==> src/rtl/shift_pkg.sv <==
// ----------------------------------------------------------------------------
// shift_pkg
// Shared types for the iterative right shifter/rotator.
//   sr_mode_t    : shift flavour selected per request
//   sr_state_t   : control FSM states of shift_right_iter
//   SR_MODE_RSVD : unused mode encoding, handled as a logical shift
// ----------------------------------------------------------------------------
package shift_pkg;

    typedef enum logic [1:0] {
        SR_LOGIC = 2'd0,
        SR_ARITH = 2'd1,
        SR_ROT   = 2'd2
    } sr_mode_t;

    typedef enum logic [1:0] {
        IDLE  = 2'd0,
        SHIFT = 2'd1,
        DONE  = 2'd2
    } sr_state_t;

    localparam logic [1:0] SR_MODE_RSVD = 2'd3;

endpackage

==> src/rtl/sr_stage.sv <==
// ----------------------------------------------------------------------------
// sr_stage
// One combinational barrel stage: shifts x right by amt, where amt is either
// zero or a single power of two (at most N/2).
//   x         : data in
//   amt       : shift distance (0 or one-hot value)
//   fill_sign : bit shifted in at the top when not rotating
//   rot       : 1 = rotate (bits leaving the LSB re-enter at the MSB)
//   y         : data out
// ----------------------------------------------------------------------------
module sr_stage #(
    parameter  int N = 32,
    localparam int K = $clog2(N),
    localparam int H = N / 2
) (
    input  logic [N-1:0] x,
    input  logic [K-1:0] amt,
    input  logic         fill_sign,
    input  logic         rot,
    output logic [N-1:0] y
);

    // The largest distance is N/2, so only N/2 extension bits above x can
    // ever be pulled into the result window. For a rotate those are the low
    // bits of x itself.
    logic [H-1:0]   w_hi;
    logic [N+H-1:0] w_ext;

    assign w_hi  = rot ? x[H-1:0] : {H{fill_sign}};
    assign w_ext = {w_hi, x};

    always_comb begin
        y = x;
        for (int k = 0; k < K; k++) begin
            if (amt[k]) begin
                y = w_ext[(1 << k) +: N];
            end
        end
    end

endmodule

==> src/rtl/shift_right_iter.sv <==
// ----------------------------------------------------------------------------
// shift_right_iter
// Multi-cycle right shifter/rotator. A request is accepted on the input
// handshake, then one shift-amount bit is resolved per cycle (stage idx
// shifts by 2^idx) using a single shared sr_stage. The result is presented
// on the output handshake until consumed.
//   clk, rst_n          : clock, asynchronous active-low reset
//   in_valid / in_ready : request handshake (ready only in IDLE)
//   a, b, mode          : operand, shift amount, shift flavour
//   r                   : result (valid while out_valid = 1)
//   out_valid/out_ready : result handshake
// ----------------------------------------------------------------------------
module shift_right_iter
    import shift_pkg::*;
#(
    parameter  int N = 32,
    localparam int K = $clog2(N)
) (
    input  logic                clk,
    input  logic                rst_n,
    input  logic                in_valid,
    output logic                in_ready,
    input  logic [N-1:0]        a,
    input  logic [K-1:0]        b,
    input  shift_pkg::sr_mode_t mode,
    output logic [N-1:0]        r,
    output logic                out_valid,
    input  logic                out_ready
);

    sr_state_t r_state, w_state_next;
    logic [N-1:0] r_work, w_work_next;
    logic [K-1:0] r_idx, w_idx_next;
    logic [K-1:0] r_b, w_b_next;
    sr_mode_t     r_mode, w_mode_next;
    logic         r_sign, w_sign_next;

    logic [K-1:0] w_amt;
    logic         w_rot;
    logic         w_fill;
    logic [N-1:0] w_stage_y;

    // Stage idx contributes 2^idx only when the matching amount bit is set.
    assign w_amt  = r_b[r_idx] ? (K'(1) << r_idx) : '0;
    // Reserved mode encoding falls through to a zero-fill logical shift.
    assign w_rot  = (r_mode == SR_ROT);
    assign w_fill = (r_mode == SR_ARITH) & r_sign;

    sr_stage #(.N(N)) u_stage (
        .x         (r_work),
        .amt       (w_amt),
        .fill_sign (w_fill),
        .rot       (w_rot),
        .y         (w_stage_y)
    );

    always_ff @(posedge clk or negedge rst_n) begin
        if (!rst_n) begin
            r_state <= IDLE;
            r_work  <= '0;
            r_idx   <= '0;
            r_b     <= '0;
            r_mode  <= SR_LOGIC;
            r_sign  <= 1'b0;
        end else begin
            r_state <= w_state_next;
            r_work  <= w_work_next;
            r_idx   <= w_idx_next;
            r_b     <= w_b_next;
            r_mode  <= w_mode_next;
            r_sign  <= w_sign_next;
        end
    end

    always_comb begin
        w_state_next = r_state;
        w_work_next  = r_work;
        w_idx_next   = r_idx;
        w_b_next     = r_b;
        w_mode_next  = r_mode;
        w_sign_next  = r_sign;
        case (r_state)
            IDLE: begin
                if (in_valid) begin
                    w_work_next  = a;
                    w_b_next     = b;
                    w_mode_next  = mode;
                    w_sign_next  = a[N-1];
                    w_idx_next   = '0;
                    w_state_next = SHIFT;
                end
            end
            SHIFT: begin
                w_work_next = w_stage_y;
                if (r_idx == K'(K - 1)) begin
                    w_idx_next   = '0;
                    w_state_next = DONE;
                end else begin
                    w_idx_next = r_idx + K'(1);
                end
            end
            DONE: begin
                if (out_ready) begin
                    w_state_next = IDLE;
                end
            end
            default: begin
                w_state_next = IDLE;
            end
        endcase
    end

    assign in_ready  = (r_state == IDLE);
    assign out_valid = (r_state == DONE);
    assign r         = r_work;

endmodule

==> config.mk <==
export PLATFORM = sky130hd
export DESIGN_NAME = shift_right_iter
export DESIGN_NICKNAME = d
export VERILOG_FILES = /design/src/rtl/shift_pkg.sv /design/src/rtl/sr_stage.sv /design/src/rtl/shift_right_iter.sv
export SDC_FILE = /design/constraint.sdc
export NUM_CORES = 1
export LEC_CHECK = 0
export CORE_UTILIZATION = 45
export DETAILED_ROUTE_END_ITERATION = 8
export GPL_TIMING_DRIVEN = 0
export PLACE_DENSITY = 0.76
export SYNTH_ARGS = -nofsm -noshare
export SYNTH_HDL_FRONTEND = slang
export SYNTH_SLANG_ARGS = --single-unit
==> constraint.sdc <==
create_clock -name clk -period 2.6 [get_ports clk]
set_input_delay 0.52 -clock clk [delete_from_list [all_inputs] [get_ports clk]]
set_output_delay 0.52 -clock clk [all_outputs]
set_load 0.01 [all_outputs]
## Word level (Yosys, flattened, before mapping)

Index checks and enable logic that the tools add are counted.

| storage, ports and cells | value |
|---|---|
| register bits | 47 |
| input bits | 43 |
| output and inout bits | 34 |
| word-level logic and storage cells | 43 |

| operators by class | value |
|---|---|
| add/sub/neg operators | 1 |
| $lt $le $gt $ge | 1 |
| equality and inequality tests | 9 |
| shifts and indexed selects | 1 |
| multiplexer cells | 18 |
| bitwise gates (word level) | 1 |
| reductions and logical operators | 6 |

Operator list:

| operator | count |
|---|---|
| 32-bit 2-to-1 mux | 6 |
| 32-bit one-hot mux with 2 select lines | 1 |
| 16-bit 2-to-1 mux | 1 |
| 5-bit 2-to-1 mux | 3 |
| 5-bit one-hot mux with 2 select lines | 1 |
| 2-bit 2-to-1 mux | 3 |
| 6-bit by 1-bit != test with 1-bit output, second input constant | 1 |
| 2-bit one-hot mux with 3 select lines | 1 |
| 3-bit AND reduction | 2 |
| 5-bit by 1-bit adder with 5-bit output, second input constant | 1 |
| 5-bit by 3-bit equality test with 1-bit output, second input constant | 1 |
| 5-bit by 4-bit less-than comparator with 1-bit output, second input constant | 1 |
| 1-bit by 5-bit << shifter with 5-bit output, first input constant | 1 |
| 2-bit by 1-bit equality test with 1-bit output, second input constant | 2 |
| 2-bit equality test, second input constant | 2 |
| 2-bit != test, second input constant | 2 |
| 2-bit AND reduction | 2 |
| 1-bit binary-select mux with 3-bit select | 1 |
| 2-bit logical NOT | 1 |
| 2-bit by 1-bit != test with 1-bit output, second input constant | 1 |
| 2-bit nonzero test | 1 |
| 1-bit AND | 1 |
| 1-bit 2-to-1 mux | 1 |

## Longest topological paths before layout

| depth | value |
|---|---|
| depth in word-level cells | 9 |
| depth in mapped cells | 11 |
| mapped depth without buffers | 7 |

## By module

A second synthesis with hierarchy kept.

| unflattened totals | value |
|---|---|
| cell total of the unflattened synthesis | 501 |
| area, all modules | 4,080.2 sq um |

Modules (own cells, without submodules):

| module | instances | cells each | area each (sq um) | seq. area each (sq um) |
|---|---|---|---|---|
| shift_right_iter | 1 | 209 | 2,293.4 | 1,176.1 |
| sr_stage | 1 | 292 | 1,786.7 | 0.0 |

## Least setup slack after synthesis

OpenSTA, ideal clock, no wires.

| path | value |
|---|---|
| kind | register -> register |
| start | reg r_idx[0] |
| end | reg r_work[10] (netlist: r[10]) |
| setup time | 0.121 ns |
| arrival | 2.100 ns |
| required time | 2.479 ns |
| setup slack | 0.379 ns |
| cell stages (with the launch flop) | 9 |
| buffers on the path | 3 |
| clock period less this slack | 2.221 ns |
| path through | dfrtp_1 -> buf_2 -> mux4_2 -> and2_1 -> buf_6 -> a221oi_4 -> buf_6 -> nor3_1 -> a22o_1 |

| on the way | value |
|---|---|
| longest elaborated chain between the ends | 8 |
| elaborated cells between the ends (all ways) | 11 |
| classes of those cells | eq/ne: 1; shift: 1; mux: 8; reduce/logical: 1 |

RTL lines:

| element | RTL line | text |
|---|---|---|
| from (decl) | shift_right_iter.sv:33 | `logic [K-1:0] r_idx, w_idx_next;` |
| from (signal assigned) | shift_right_iter.sv:68 | `r_idx <= w_idx_next;` |
| 1-bit binary-select mux with 3-bit select | shift_right_iter.sv:44 | `assign w_amt = r_b[r_idx] ? (K'(1) << r_idx) : '0;` |
| 1-bit 2-to-1 mux (not written as such) | shift_right_iter.sv:44 |  |
| 5-bit 2-to-1 mux * | shift_right_iter.sv:44 |  |
| 32-bit 2-to-1 mux (4 in a row) | sr_stage.sv:35 | `if (amt[k]) begin` |
| 32-bit one-hot mux with 2 select lines | shift_right_iter.sv:82 | `case (r_state)` |
| to (signal assigned) | shift_right_iter.sv:67 | `r_work <= w_work_next;` |
| to (decl) | shift_right_iter.sv:32 | `logic [N-1:0] r_work, w_work_next;` |

Every way passes the cells marked *; elsewhere a longest branch is shown, timed or not. The select of a mux whose other input is x is not followed.
A chain may end at the register's enable or synchronous reset.

## Final worst setup path

| path | value |
|---|---|
| start | reg r_idx[0] |
| end | reg r_work[23] (netlist: r[23]) |

The elaborated chain is that of the path after synthesis.

==> results.yml <==
layout:
  final_util: 0.608
  syn_to_final_growth_pct: 29.4
  layout.cells.non_filler: 632
  final_area_sq_um: 4720
  antenna_cells: 0
  drive_gt1_frac: 0.0925
  layout.nets: 574
global_route:
  grt_pass1_wl_mm: 21.0
  grt_max_degree: 28
  grt_pass1_vias: 3887
  grt_usage: 0.327
  grt_overflow: 0
  antenna_found_initial: 0
logic_synthesis:
  syn_inst: 445
  synth_top_area_frac: 0.322
  async_reset_ff_frac: 1.00
  synth_area_leaders: "dfrtp_1 (32%), a211oi_1 (8.2%), mux2_2 (6.5%), o21ai_0 (6.2%), nor3_1 (5.2%)"
  synth_edf_count: 0
  synthMostInstantiatedCell: "dfrtp_1"
  yosysWarnings: 0
  synth_ff_type: "dfrtp_1"
  netlist_area_sq_um: 3650
  syn-num-nets: 490
  synth_common_cells: "dfrtp_1 (47), o21ai_0 (45), a211oi_1 (40)"
  synth_seq_cells: 47
  postSynthAreaPerCell_sq_um: 8.20
  ys_seq_area_frac: 0.322
  ys_types: 42
  synth.largest_area_cell: "dfrtp_1"
sta:
  rsz0062_at_grt: "no"
  skew_ps: 12.4
  timing.slew.headroom: 0.504
  fin_setup_tns_ps: 0
  setup-violations-final: 0
  timing.final.crit_share: 0.932
  hold_slack_ps: 162
  hold_viol: 0
  period_needed_ps: 2420
  worst_slack_ps: 177
  worst_pin_slew_ps: 735
  fmax_mhz: 413
  slew_viol_final: 0
place:
  placed_cells: 624
  pre_cts_ws_ps: -322
  gp_congestion: 0.990
  hpwl_mm: 9.88
  portBuffers: 76
  dpl-instance-area_sq_um: 4550
clock_tree:
  numCtsBuffers: 5
  clock_sinks: 47
  clk_latency_ps: 320
  tritoncts: "yes"
  cts.path.max_buffers: 2
  clk_pin_slew_worst_paths_ps: 100
  cts_htree_levels: 2
  clockRootBuffer: "clkbuf_8"
  cts_hold_buffers: 0
power_and_ir_drop:
  clkPwrFrac: 0.083
  internal_power_mw: 4.01
  p_leak_nw: 1.84
  power_density_nw_per_um2: 1700
  pwr-share-comb: 0.676
  p_switching_mw: 4.02
  p_seq_frac: 0.242
  switching_share: 0.501
  finalPower_mw: 8.03
  ir_drop_mv: 0.795
worst_setup_path:
  r2r_setup_slack_ps: 180
  end_kind: "register"
  critPathLaunchType: "register"
  critical_path_arrival_ps: 2650
  cp.required_ps: 2830
  path_max_fanout: 10
  path_class: "register to register"
worst_hold_path:
  hold_class: "input pin to asynchronous set/reset pin"
run:
  max_cap_violations: 0
floorplan:
  num_rows: 32
  ios: 77
  fp.dieH_um: 92.0
  coreArea_sq_um: 7770
  die_area_sq_um: 8470
  initial_core_util: 0.470
  fp.dieW_um: 92.0
detailed_routing:
  drtAntennaViolNets: 0
  wl_per_cell_um: 21.2
  viasPerCell: 6.37
  vias: 4028
  drtPass1Iterations: 5
  initialDrtViolationCount: 401
  routed_wl_mm: 13.4
  drc: 0
status:
  run_status: "finished clean"
[flip-flops by register name, indices dropped and copies added, names as in the netlist]
| name | flops |
|---|---|
| r | 32 |
| r_b | 5 |
| r_idx | 5 |
| r_mode | 2 |
| r_state | 2 |
| r_sign | 1 |
[routing by layer]
| metal | wire length, um | vias to the layer above | global-route usage |
|---|---|---|---|
| met4 | 549 | 0 | 0.163 |
| met2 | 5920 | 264 | 0.494 |
| met3 | 1300 | 58 | 0.0415 |
| met5 | 0 | - | 0 |
| met1 | 5640 | 1861 | 0.458 |
| li1 | - | 1845 | - |
[cells by family after synthesis]
logic type               after synthesis  share of synthesized area
AO/OA/AOI/OAI                        162                      0.298
XOR/XNOR                               1                    0.00240
adder cells (fa/ha/maj)                2                    0.00686
buffers and inverters                 48                     0.0586
flip-flops                            47                      0.322
multiplexers                          32                     0.0984
AND/OR/NAND/NOR                      153                      0.213
[critical path, stage by stage (launching register included)]
cell	delay [ps]
dfrtp_1	350
buf_2	210
mux4_2	530
and2_1	160
buf_6	130
a221o_1	350
buf_2	200
buf_2	210
a31oi_1	200
[final cells by class]
class | count | area, sq um
clock buffers | 6 | 72.6
clock inverters | 2 | 60.1
fillers | 721 | 3050
inverters | 3 | 11.3
well taps | 102 | 128
plain buffers | 44 | 206
flip-flops and latches | 47 | 1180
multi-input cells | 350 | 2270
repair buffers | 78 | 796
[worst paths after layout]
path / from / end / cells after the start
setup / recovery: r_idx[0] / r[23] / 8
hold / removal: rst_n / r[14] / 1
setup reg to reg: r_idx[0] / r[23] / 8
hold reg to reg: r_sign / r_sign / 1
max in group asynchronous: rst_n / r_idx[0] / 2
min in group clk: r_sign / r_sign / 1
[power by group through the flow]
stage | Clock [mW] | Sequential (mW) | Combinational (mW)
2_1_floorplan | 0 | 1.67 | 3.57
3_3_place_gp | 0 | 1.87 | 5.16
3_5_place_dp | 0 | 1.88 | 5.24
4_1_cts | 0.662 | 1.88 | 5.26
5_1_grt | 0.690 | 1.97 | 5.90
6_report | 0.664 | 1.94 | 5.42
[layout by cell type (no fill, tap or decap), types with 8 or more instances in the layout]
master           count
clkdlybuf4s50_1     75
o211ai_1             8
mux2_2              21
a21oi_1             28
clkbuf_1            30
a211oi_1            40
and3_1              21
a22o_1              17
nor2b_1             20
nor3_1              37
dfrtp_1             47
o21ai_0             45
nor2_1              35
mux2i_1             10
nand2_1             23
[repair_timing]
action                     in CTS  in global routing
buffers inserted                0                  1
pin swaps                       0                  1
gates resized for setup         3                  8
setup endpoints to repair      16                 27
No activity file was read; power rests on OpenSTA's default activity.
